[config.mk]
export PLATFORM = sky130hd
export DESIGN_NAME = muldiv_wb_arbiter
export DESIGN_NICKNAME = d
export VERILOG_FILES = /design/src/rtl/muldiv_wb_arbiter.sv
export SDC_FILE = /design/constraint.sdc
export NUM_CORES = 1
export LEC_CHECK = 0
export ABC_AREA = 1
export ABC_CLOCK_PERIOD_IN_PS = 2700
export BUFFER_PORTS_ARGS = -buffer_cell sky130_fd_sc_hd__buf_4
export CORE_MARGIN = 2
export CORE_UTILIZATION = 30
export DETAILED_ROUTE_END_ITERATION = 7
export HOLD_SLACK_MARGIN = 0.06
export SYNTH_ARGS = -nofsm -noshare
export SYNTH_HDL_FRONTEND = slang
export SYNTH_SLANG_ARGS = --single-unit
[constraint.sdc]
create_clock -name clk -period 2.7 [get_ports clk]
set_input_delay 0.135 -clock clk [delete_from_list [all_inputs] [get_ports clk]]
set_output_delay 0.135 -clock clk [all_outputs]
set_load 0.01 [all_outputs]
[src/rtl/muldiv_wb_arbiter.sv]
// muldiv_wb_arbiter: collects mul/div results into a small in-order FIFO
// and merges them onto the single register-file write port. The main
// pipeline writeback always wins the port. Decode gets pending-rd hazard
// flags, and the mul/div issue logic gets a stall signal.
// Optional build macro MLWB_FWD_EN: when defined, the youngest live entry
// matching each decode source is forwarded. When undefined, the forwarding
// outputs are tied to zero.
//
// Handshake: ml_valid_i is a fire-and-forget strobe with no ready signal.
// The producer must honour ml_stall_o, which leaves one slot free for a
// result that is already in flight. A result that arrives while the FIFO
// is full is dropped, and this is recorded in the sticky overflow_o flag.
module muldiv_wb_arbiter #(
    parameter int WD_SIZE  = 32,
    parameter int REG_SIZE = 5,
    parameter int DEPTH    = 4
) (
    input  logic                clk,
    input  logic                reset,
    input  logic                ml_valid_i,
    input  logic [REG_SIZE-1:0] ml_rd_i,
    input  logic [WD_SIZE-1:0]  ml_result_i,
    input  logic                pipe_we_i,
    input  logic [REG_SIZE-1:0] pipe_rd_i,
    input  logic [WD_SIZE-1:0]  pipe_data_i,
    output logic                rf_we_o,
    output logic [REG_SIZE-1:0] rf_rd_o,
    output logic [WD_SIZE-1:0]  rf_data_o,
    output logic                ml_stall_o,
    input  logic [REG_SIZE-1:0] rs1_i,
    input  logic [REG_SIZE-1:0] rs2_i,
    output logic                haz1_o,
    output logic                haz2_o,
    output logic                fwd1_valid_o,
    output logic                fwd2_valid_o,
    output logic [WD_SIZE-1:0]  fwd1_data_o,
    output logic [WD_SIZE-1:0]  fwd2_data_o,
    output logic                overflow_o
);

    localparam int PW = (DEPTH > 1) ? $clog2(DEPTH) : 1;
    localparam int CW = PW + 1;

    // FIFO storage. Only the live bits need a reset: a slot's rd and data
    // are always written before that slot can be popped.
    logic [REG_SIZE-1:0] rd_q   [DEPTH];
    logic [WD_SIZE-1:0]  data_q [DEPTH];
    logic [DEPTH-1:0]    live_q, live_d;
    logic [PW-1:0]       head_q, head_d;
    logic [PW-1:0]       tail_q, tail_d;
    logic [CW-1:0]       count_q, count_d;

    logic                rf_we_q, rf_we_d;
    logic [REG_SIZE-1:0] rf_rd_q, rf_rd_d;
    logic [WD_SIZE-1:0]  rf_data_q, rf_data_d;
    logic                overflow_q, overflow_d;

    logic waw_drop, push_cand, fifo_full, fifo_empty;
    logic do_pop, do_bypass, do_push;

    // Classify this cycle's mul/div result and decide which source drives the write port.
    always_comb begin
        waw_drop   = pipe_we_i && ml_valid_i && (ml_rd_i == pipe_rd_i);
        push_cand  = ml_valid_i && (ml_rd_i != '0) && !waw_drop;
        fifo_full  = (count_q == CW'(DEPTH));
        fifo_empty = (count_q == '0);
        do_pop     = !pipe_we_i && !fifo_empty;
        // A bypass is allowed only when nothing is queued, so arrival order is kept.
        do_bypass  = !pipe_we_i && fifo_empty && push_cand;
        do_push    = push_cand && !fifo_full && !do_bypass;
    end

    // Next state for the FIFO pointers, live bits, write port and overflow flag.
    always_comb begin
        live_d     = live_q;
        head_d     = head_q;
        tail_d     = tail_q;
        count_d    = count_q;
        rf_we_d    = 1'b0;
        rf_rd_d    = rf_rd_q;
        rf_data_d  = rf_data_q;
        overflow_d = overflow_q | (push_cand && fifo_full);

        // A pipeline write makes older pending results to the same rd obsolete.
        if (pipe_we_i && (pipe_rd_i != '0)) begin
            for (int i = 0; i < DEPTH; i++) begin
                if (rd_q[i] == pipe_rd_i) live_d[i] = 1'b0;
            end
        end

        if (pipe_we_i) begin
            rf_we_d   = 1'b1;
            rf_rd_d   = pipe_rd_i;
            rf_data_d = pipe_data_i;
        end else if (do_pop) begin
            rf_we_d   = live_q[head_q];
            rf_rd_d   = rd_q[head_q];
            rf_data_d = data_q[head_q];
        end else if (do_bypass) begin
            rf_we_d   = 1'b1;
            rf_rd_d   = ml_rd_i;
            rf_data_d = ml_result_i;
        end

        if (do_pop) begin
            live_d[head_q] = 1'b0;
            head_d         = head_q + PW'(1);
        end
        if (do_push) begin
            live_d[tail_q] = 1'b1;
            tail_d         = tail_q + PW'(1);
        end
        count_d = count_q + CW'(do_push) - CW'(do_pop);
    end

    // Control state register with a synchronous reset.
    always_ff @(posedge clk) begin
        if (reset) begin
            live_q     <= '0;
            head_q     <= '0;
            tail_q     <= '0;
            count_q    <= '0;
            rf_we_q    <= 1'b0;
            rf_rd_q    <= '0;
            rf_data_q  <= '0;
            overflow_q <= 1'b0;
        end else begin
            live_q     <= live_d;
            head_q     <= head_d;
            tail_q     <= tail_d;
            count_q    <= count_d;
            rf_we_q    <= rf_we_d;
            rf_rd_q    <= rf_rd_d;
            rf_data_q  <= rf_data_d;
            overflow_q <= overflow_d;
        end
    end

    // Payload storage: write the tail slot when a result is enqueued.
    always_ff @(posedge clk) begin
        if (!reset && do_push) begin
            rd_q[tail_q]   <= ml_rd_i;
            data_q[tail_q] <= ml_result_i;
        end
    end

    // Hazard flags come from registered FIFO state only.
    always_comb begin
        haz1_o = 1'b0;
        haz2_o = 1'b0;
        for (int i = 0; i < DEPTH; i++) begin
            if (live_q[i] && (rd_q[i] == rs1_i)) haz1_o = 1'b1;
            if (live_q[i] && (rd_q[i] == rs2_i)) haz2_o = 1'b1;
        end
        if (rs1_i == '0) haz1_o = 1'b0;
        if (rs2_i == '0) haz2_o = 1'b0;
    end

`ifdef MLWB_FWD_EN
    logic [PW-1:0] fwd_idx;

    // Walk from oldest to youngest, so the last match found is the youngest.
    always_comb begin
        fwd_idx     = '0;
        fwd1_data_o = '0;
        fwd2_data_o = '0;
        for (int k = 0; k < DEPTH; k++) begin
            fwd_idx = head_q + PW'(k);
            if (live_q[fwd_idx] && (rd_q[fwd_idx] == rs1_i)) fwd1_data_o = data_q[fwd_idx];
            if (live_q[fwd_idx] && (rd_q[fwd_idx] == rs2_i)) fwd2_data_o = data_q[fwd_idx];
        end
        fwd1_valid_o = haz1_o;
        fwd2_valid_o = haz2_o;
    end
`else
    assign fwd1_valid_o = 1'b0;
    assign fwd2_valid_o = 1'b0;
    assign fwd1_data_o  = '0;
    assign fwd2_data_o  = '0;
`endif

    assign ml_stall_o = (count_q >= CW'(DEPTH - 1));
    assign rf_we_o    = rf_we_q;
    assign rf_rd_o    = rf_rd_q;
    assign rf_data_o  = rf_data_q;
    assign overflow_o = overflow_q;

endmodule

## After elaboration in Yosys (flattened, before gate mapping)

Memory sizes are Yosys's and may differ from the RTL's. A register that Yosys moved wholly into a read port is not among the register bits.
Index checks and enable logic that the tools add are counted.
Widths: inputs -> output; s select.

- Flip-flop bits (word level): 50
- Bits in latches: 0
- Memory bits (writable): 148
- Memory bits (read-only): 0
- Output and inout port bits: 108
- Memories: 2

Memory list:

| memory | words | width | read ports | clocked after Yosys merged registers in | wr ports | line | RTL |
|---|---|---|---|---|---|---|---|
| data_q | 4 | 32 | 1 | 1 | 1 | 47 | `logic [WD_SIZE-1:0] data_q [DEPTH];` |
| rd_q | 4 | 5 | 5 | 1 | 1 | 46 | `logic [REG_SIZE-1:0] rd_q [DEPTH];` |

- Add/subtract/negate cells: 4
- Multiply operators: 0
- Div/mod/pow operators: 0
- Order comparisons: 5
- Eq/ne operators: 14
- Shift-type cells: 0
- Muxes and demuxes: 38
- Bitwise operators: 4
- Reduce and logical (&&, ||, !) cells: 34

Operators by type and width:

| cell | count |
|---|---|
| $mux 32 | 3 |
| $eq 5x5->1 | 13 |
| $logic_and 1x1->1 | 22 |
| $mux 1 | 22 |
| $mux 5 | 3 |
| $mux 4 | 3 |
| $logic_not 5->1 | 2 |
| $reduce_bool 5->1 | 2 |
| $mux 2 | 4 |
| $logic_not 1->1 | 6 |
| $lt 2x3->1 const B | 2 |
| $add 2x1->2 const B | 2 |
| $and 4x4->4 | 1 |
| $demux 1 s2 | 2 |
| $ge 2x1->1 const B | 2 |
| $not 4->4 | 1 |
| $or 4x4->4 | 1 |
| $add 3x1->3 | 1 |
| $eq 3x3->1 const B | 1 |
| $ge 3x2->1 const B | 1 |
| $logic_not 3->1 | 1 |
| $reduce_bool 3->1 | 1 |
| $sub 3x1->3 | 1 |
| $bmux 1 s2 | 1 |
| $or 1x1->1 | 1 |

## Logic depth before layout (Yosys ltp)

Gate-level depths: netlist of the first run.

- Depth after elaboration: 10
- Depth in mapped cells: 14
- Depth with buffers taken out: 13

## Least setup slack after synthesis of the first run

No wires, ideal clock.

- Path type: reg2reg
- Start point: reg count_q[1]
- End point: mem data_q[0][0] (enable)
- Library setup time: 0.431 ns
- Arrival time: 2.583 ns
- Data required time: 2.269 ns
- Setup slack: -0.315 ns
- Cell stages (with the launch flop): 7
- Buffers on the path: 0
- Clock period less this slack: 3.015 ns
- Cells stage by stage: dfxtp_1 > nor2_4 > nand3_2 > inv_2 > nor2_2 > nand4_2 > nor2_1

- Cells in the longest elaborated chain, start to end: 8
- Elaborated cells on any way between the ends: 11
- Classes of those cells: eq/ne (1); mux (2); reduce/logical (8)

Ends and longest elaborated chain:

| element | line | RTL |
|---|---|---|
| start: declaration | 51 | `logic [CW-1:0] count_q, count_d;` |
| start signal: assignment | 131 | `count_q <= count_d;` |
| $logic_not 3->1 | 66 | `fifo_empty = (count_q == '0);` |
| $logic_and 1x1->1 (2 in series) | 69 | `do_bypass = !pipe_we_i && fifo_empty && push_cand;` |
| $logic_not 1->1 | 70 | `do_push = push_cand && !fifo_full && !do_bypass;` |
| $logic_and 1x1->1 * | 70 |  |
| $logic_and 1x1->1 * | 141 | `if (!reset && do_push) begin` |
| $mux 1 * | 141 |  |
| $mux 1 (not written as such) * | 143 | `data_q[tail_q] <= ml_result_i;` |
| end: declaration | 47 |  |

Every way passes the cells marked *; elsewhere a longest branch is shown, timed or not.

## Final worst setup path of the first run

- Start point: in ml_rd_i[0]
- End point: reg count_q[2]

- Cells in the longest elaborated chain, start to end: 9
- Elaborated cells on any way between the ends: 12
- Classes of those cells: add/sub (2); eq/ne (1); reduce/logical (9)

Ends and longest elaborated chain:

| element | line | RTL |
|---|---|---|
| start: declaration | 21 | `input logic [REG_SIZE-1:0] ml_rd_i,` |
| $eq 5x5->1 | 63 | `waw_drop = pipe_we_i && ml_valid_i && (ml_rd_i == pipe_rd_i);` |
| $logic_and 1x1->1 | 63 |  |
| $logic_not 1->1 | 64 | `push_cand = ml_valid_i && (ml_rd_i != '0) && !waw_drop;` |
| $logic_and 1x1->1 * | 64 |  |
| $logic_and 1x1->1 | 69 |  |
| $logic_not 1->1 | 70 |  |
| $logic_and 1x1->1 * | 70 |  |
| $add 3x1->3 * | 113 | `count_d = count_q + CW'(do_push) - CW'(do_pop);` |
| $sub 3x1->3 * | 113 |  |

Marks and branches as above.
A chain may end at the register's enable or synchronous reset.

==> impl_metrics.toml, run 1 <==
[global_routing]
track_usage_pct = 15.5
busiest_layer = "met2"
grt_pass1_wl_um = 42100
grt_pass1_vias = 7718
grt_max_degree = 79
grt_util_met1_pct = 20.2
antenna_found_initial = 0
overflow = 0
use_met3_pct = 2.53
gr-usage-met2_pct = 26.1

[yosys]
synth_seq_cells = 200
syn_inst = 1155
synthDistinctLibCells = 32
synth_warnings = 0
syn_area_per_cell_um2 = 8.78
syn_area_um2 = 10100
synth-seq-area-share_pct = 54.1

[placement]
dpl_cell_area_um2 = 11300
gp_congestion = 0.894
dp_hpwl_um = 18100
dp_slack_ns = 0.461
io_buffers = 129
dpl.cell_count = 1695

[routing]
drt-total-wl_um = 27300
ant_nets = 0
routedWlPerCell_um = 15.5
dr.pass1.iters = 5
drc = 0
via_count = 8055
viasPerCell = 4.56
drt_iter0_drc = 522

[critical_path]
cpPeakStageDelay_ns = 0.56
slowest_stage = "dlygate4sd3_1"
worst-path-buf-inv = 5
path_max_fanout = 6
cp-start-kind = "primary input"
critPathTopFamily = "buffers and inverters"
crit_chain = "dlygate4sd3_1, buf_4, inv_1, nor2_1, nor2_1, nand3_1, nand3_1, ha_1, inv_1, ha_1, inv_1, fa_1, xor2_1, nor2_1"
cp.required_ns = 3.01
setup.worst_path.class = "primary input to flop"
end_kind = "flop"
crit_arrival_ns = 2.67

[timing]
tightest_slew_ns = 0.885
holdWs_ns = 0.0789
final_hold_viol_count = 0
finalMaxSlewViolations = 0
rsz0062_at_grt = "false"
finalSetupViolCount = 0
period_minus_slack_ns = 2.36
fin_tns_setup_ns = 0
fmax_mhz = 424
setup_ws_ns = 0.342
relSlewSlack_pct = 41.0
fin_crit_sh_pct = 87.3
finalClockSkew_ns = 0.00748

[cells_and_area]
stdcell_count = 1766
drive_gt1_share_pct = 15.5
nets = 1405
final_area_um2 = 12400
finalCoreUtilization_pct = 36.9
n_antenna_cell = 0
syn_to_final_growth_pct = 21.8

[power_and_ir_drop]
p_leak_nw = 5.32
ir_worst_vdd_v = 0.000453
p_per_area_nw_per_um2 = 773
totalPowerFinal_mw = 9.55

[cts]
cts.clk_slew.worst_paths_ns = 0.07
cts_buffer_depth = 2
cts_tree = "done"
numCtsBuffers = 17
cts_resized = 0
h-tree-depth = 4
clockRootBuffer = "clkbuf_16"
clk_latency_ns = 0.44
cts.sinks = 200

[floorplan]
std_cell_rows = 67
die_height_um = 188
die_x_um = 188
coreArea_um2 = 33400
pin_count = 196
start_util_pct = 30.3
dieArea_um2 = 35300

[status]
run_status = "finished, final reports clean"

[worst_hold_path]
hold_class = "primary input to flop"

[job]
maxCapViolations = 0
## synth_stat cells
cell,count,share of area (%)
nor2_1,119,4.4
buf_2,31,1.5
nand3_1,118,5.8
dfxtp_1,52,10
nor3_1,11,0.54
xor2_1,14,1.2
nand2_2,3,0.19
a21oi_1,32,1.6
xnor2_1,5,0.43
inv_2,8,0.30
ha_1,11,1.4
buf_4,68,5.0
nand3_2,1,0.099
clkbuf_1,17,0.63
a31oi_1,1,0.062
fa_1,1,0.20
inv_1,95,3.5
conb_1,1,0.037
buf_6,6,0.67
nand3b_1,17,1.3
nor2_4,1,0.11
nand4_2,1,0.12
o211ai_1,8,0.59
edfxtp_1,148,44
or2_2,2,0.12
o22ai_1,6,0.37
o21ai_1,7,0.35
o21bai_1,27,2.0
nand4_1,5,0.31
o21ai_0,44,2.2
nor2_2,1,0.062
nand2_1,294,11
## where the power goes
part / leakage, nW / internal (mW) / switching [mW]
sequential: 1.77 / 3.69 / 0.220
combinational: 3.25 / 1.07 / 1.88
clock: 0.306 / 1.50 / 1.19
## tightest hold or removal path, cell delays in order
cell and delay [ns]:
buf_4 0.07, nand2_1 0.04, nand3_1 0.07, nand2_1 0.05, a21oi_1 0.11
## logic make-up (layout without fill, tap and decap cells)
group / after synthesis / in the layout / synth area share (%)
simple gates: 573 / 573 / 23.9
fa+ha+maj: 12 / 12 / 1.55
xor+xnor: 19 / 19 / 1.64
flops: 200 / 200 / 54.1
buf+inv: 225 / 323 / 11.7
other cells: 1 / 66 / 0.0370
compound gates: 125 / 125 / 7.12
## final cells by class
class | instances | area (um2)
clock buffer | 20 | 478
clock inverter | 12 | 149
fill | 3399 | 21100
inverter | 103 | 387
multi-input combinational | 795 | 3750
sequential | 200 | 5490
tap | 448 | 561
timing repair buffer | 188 | 1550
## sequential cells by signal, indices dropped and copies added (netlist names), named ones only
signal      flops
count_q         3
live_q          4
overflow_o      1
rf_data_o      32
tail_q          2
data_q        128
rd_q           20
head_q          2
rf_we_o         1
rf_rd_o         5
## placed cells by master (no fill, tap or decap), types with 14 or more instances in the layout
master / Yosys / layout
o21ai_0: 44 / 44
nand3_1: 118 / 118
a21oi_1: 32 / 32
dlygate4sd3_1: 0 / 39
nor2_1: 119 / 115
buf_4: 68 / 146
nand3b_1: 17 / 17
conb_1: 1 / 66
edfxtp_1: 148 / 148
nand2_1: 294 / 294
inv_1: 95 / 95
dfxtp_1: 52 / 50
o21bai_1: 27 / 27
xor2_1: 14 / 14
clkbuf_16: 0 / 18
## metal layers
layer	vias up	wire length [um]
met5	-	0
met1	3791	12600
met3	33	1170
met2	272	13100
met4	0	498
li1	3959	-
## final timing paths
check | to | depth (start not counted) | slack (ns) | from
max reg2reg | count_q[2] | 12 | 0.45 | count_q[1]
min | rf_data_o[4] | 5 | 0.08 | pipe_data_i[4]
min reg2reg | overflow_o | 2 | 0.46 | overflow_o
max | count_q[2] | 14 | 0.34 | ml_rd_i[0]
## repair_timing
| action | CTS | global route |
|---|---|---|
| buffers inserted | 0 | 0 |
| hold buffers | 39 | 0 |
| hold endpoints to repair | 150 | 0 |
Power figures use the tool's default switching activity.
==> inputs of run 2 (changes only) <==
--- a/config.mk
+++ b/config.mk
@@ -6,12 +6,12 @@
 export NUM_CORES = 1
 export LEC_CHECK = 0
 export ABC_AREA = 1
-export ABC_CLOCK_PERIOD_IN_PS = 2700
+export ABC_CLOCK_PERIOD_IN_PS = 2260
 export BUFFER_PORTS_ARGS = -buffer_cell sky130_fd_sc_hd__buf_4
 export CORE_MARGIN = 2
 export CORE_UTILIZATION = 30
 export DETAILED_ROUTE_END_ITERATION = 7
-export HOLD_SLACK_MARGIN = 0.06
+export HOLD_SLACK_MARGIN = 0.03
 export SYNTH_ARGS = -nofsm -noshare
 export SYNTH_HDL_FRONTEND = slang
 export SYNTH_SLANG_ARGS = --single-unit
==> constraint.sdc (replaced) <==
create_clock -name clk -period 2.26 [get_ports clk]
set_input_delay 0.113 -clock clk [delete_from_list [all_inputs] [get_ports clk]]
set_output_delay 0.113 -clock clk [all_outputs]
set_load 0.01 [all_outputs]
==> run 2 against run 1 <==
  * Die area unchanged
  * Final area increased by 0.94%
  * Sequential cell count unchanged
  * Worst setup slack got worse by 0.20 ns
  * Critical path type unchanged
  * Largest cell class unchanged
==> impl_metrics.toml, run 2 (synthesized netlist as in run 1, its figures left out) <==
[power_and_ir_drop]
seqPwrFrac_pct = 40.6
ir_worst_vdd_v = 0.000608
p_comb_share_pct = 31.4
totalPowerFinal_mw = 11.5
internal_power_mw = 7.49
p_per_area_nw_per_um2 = 922
clock_power_share_pct = 28.1
p_leak_nw = 5.39
p_sw_mw = 4.02
switching_share_pct = 34.9

[critical_path]
slowest_stage = "dlygate4sd3_1"
cp.required_ns = 2.56
path_max_fanout = 6
setup.worst_path.class = "primary input to flop"
ff2ff_path_depth = 10
critPathTopFamily = "buffers and inverters"
cpPeakStageDelay_ns = 0.56
end_kind = "flop"
crit_path_frequent_cell = "inv_1"
crit_arrival_ns = 2.42
ff2ff_setup_slack_ns = 0.20
cp-start-kind = "primary input"
r2r_start = "count_q[1]"
worst-path-buf-inv = 5
crit_chain = "dlygate4sd3_1, buf_4, inv_1, nand2_1, nand2_1, nor2_1, nand3_1, nand3_2, ha_1, inv_1, ha_1, inv_1, fa_1, xor2_1, nor2_1"
r2r-end = "count_q[2]"

[cts]
cts.clk_slew.worst_paths_ns = 0.08
cts_buffer_depth = 2
clk_latency_ns = 0.44
clockRootBuffer = "clkbuf_16"
numCtsBuffers = 17
cts.sinks = 200
cts_tree = "done"
h-tree-depth = 4

[floorplan]
coreArea_um2 = 33400
start_util_pct = 30.3
dieArea_um2 = 35300
pin_count = 196
std_cell_rows = 67
die_height_um = 188
die_x_um = 188

[global_routing]
grt_max_degree = 67
grt_pass1_wl_um = 42100
grt_pass1_vias = 7665
antenna_found_initial = 1
overflow = 0
track_usage_pct = 15.4

[worst_hold_path]
hold_class = "primary input to flop"
hold_path_end = "rf_data_o[17]"
hold_depth = 5
min_from = "pipe_data_i[17]"

[routing]
routedWlPerCell_um = 15.4
viasPerCell = 4.57
drt-total-wl_um = 27400
ant_nets = 0
drc = 0
via_count = 8106
drt_iter0_drc = 579
dr.pass1.iters = 5

[cells_and_area]
final_common_cell = "nand2_1"
finalCoreUtilization_pct = 37.3
fillers = 3392
stdcell_count = 1774
drive_gt1_share_pct = 16.3
top_register = "data_q"
nets = 1412
final_cell_mix = "nand2_1, buf_4, edfxtp_1"
largest_register_ffs = 128
syn_to_final_growth_pct = 23.0

[placement]
io_buffers = 129
dpl.cell_count = 1702
dp_hpwl_um = 18600
gp_congestion = 0.888

[timing]
relSlewSlack_pct = 61.9
finalMaxSlewViolations = 0
period_minus_slack_ns = 2.12
finalSetupViolCount = 0
fin_crit_sh_pct = 93.9
tightest_slew_ns = 0.571
finalClockSkew_ns = 0.0158
fmax_mhz = 471
fin_tns_setup_ns = 0
final_hold_viol_count = 0

[job]
maxCapViolations = 0

[status]
run_status = "finished, final reports clean"
run 2: cell types whose count changed in the layout (fill, tap and decap cells not counted), sizes merged, moves of 2 or more:
cell	previous run	this run
clkbuf	20	18
inv	109	107
buf	149	158
clkinv	3	8
dlygate4sd3	39	37
run 2: worst max path at each step:
stage	startpoint	endpoint	slack, ns	cells after the start
after floorplan	count_q[1]	data_q[0][0]	-0.19	6
after global placement	count_q[1]	data_q[0][0]	0.19	8
after detailed placement	count_q[1]	data_q[0][25]	0.11	8
after CTS	count_q[1]	data_q[0][2]	0.09	8
after global routing	ml_rd_i[0]	count_q[2]	-0.00004	15
final	ml_rd_i[0]	count_q[2]	0.14	15
run 2: per-stage QoR:
step	hold slack [ns]	instance area [um2]	setup WS (ns)
2_1_floorplan	0.212	10400	-0.188
3_3_place_gp	0.326	11400	0.188
3_5_place_dp	0.327	11400	0.114
4_1_cts	0.0371	12400	0.0907
5_1_grt	0.0750	12500	-0.0000437
6_report	0.0510	12500	0.139
run 2: worst min-delay path: cells and delay by family:
family	cells	cell delay [ns]
buffers and inverters	1	0.08
AO/OA/AOI/OAI	1	0.10
AND/OR/NAND/NOR	3	0.16
run 2: cell type report:
type	count	area (um2)	share of cell area (%)
Sequential cell	200	5490	44.0
Multi-Input combinational cell	795	3750	30.1
Timing Repair Buffer	195	1640	13.1
Tap cell	448	561	4.49
Clock buffer	18	439	3.52
Inverter	103	387	3.10
Clock inverter	14	206	1.65
Antenna cell	1	2.50	0.0201
run 2: layer usage:
metal / track usage [%] / wire length, um
met5: 0 / 0
met4: 5.03 / 543
met2: 26.5 / 13500
met1: 19.8 / 12000
met3: 2.60 / 1380
run 2: power groups by stage:
stage               Combinational [mW]  Clock [mW]  Sequential, mW
floorplan                         2.27           0            4.79
global placement                  3.53           0            4.74
detailed placement                3.59           0            4.75
CTS                               3.65        3.29            4.67
global route                      4.04        3.45            4.71
finish                            3.61        3.23            4.67
run 2: what timing repair did:
action                                  in CTS  in global routing
hold buffers                                37                  0
resized for setup                            0                  4
hold endpoints to repair                   148                  0
endpoints found under the setup margin       0                 33
setup buffers                                0                  2
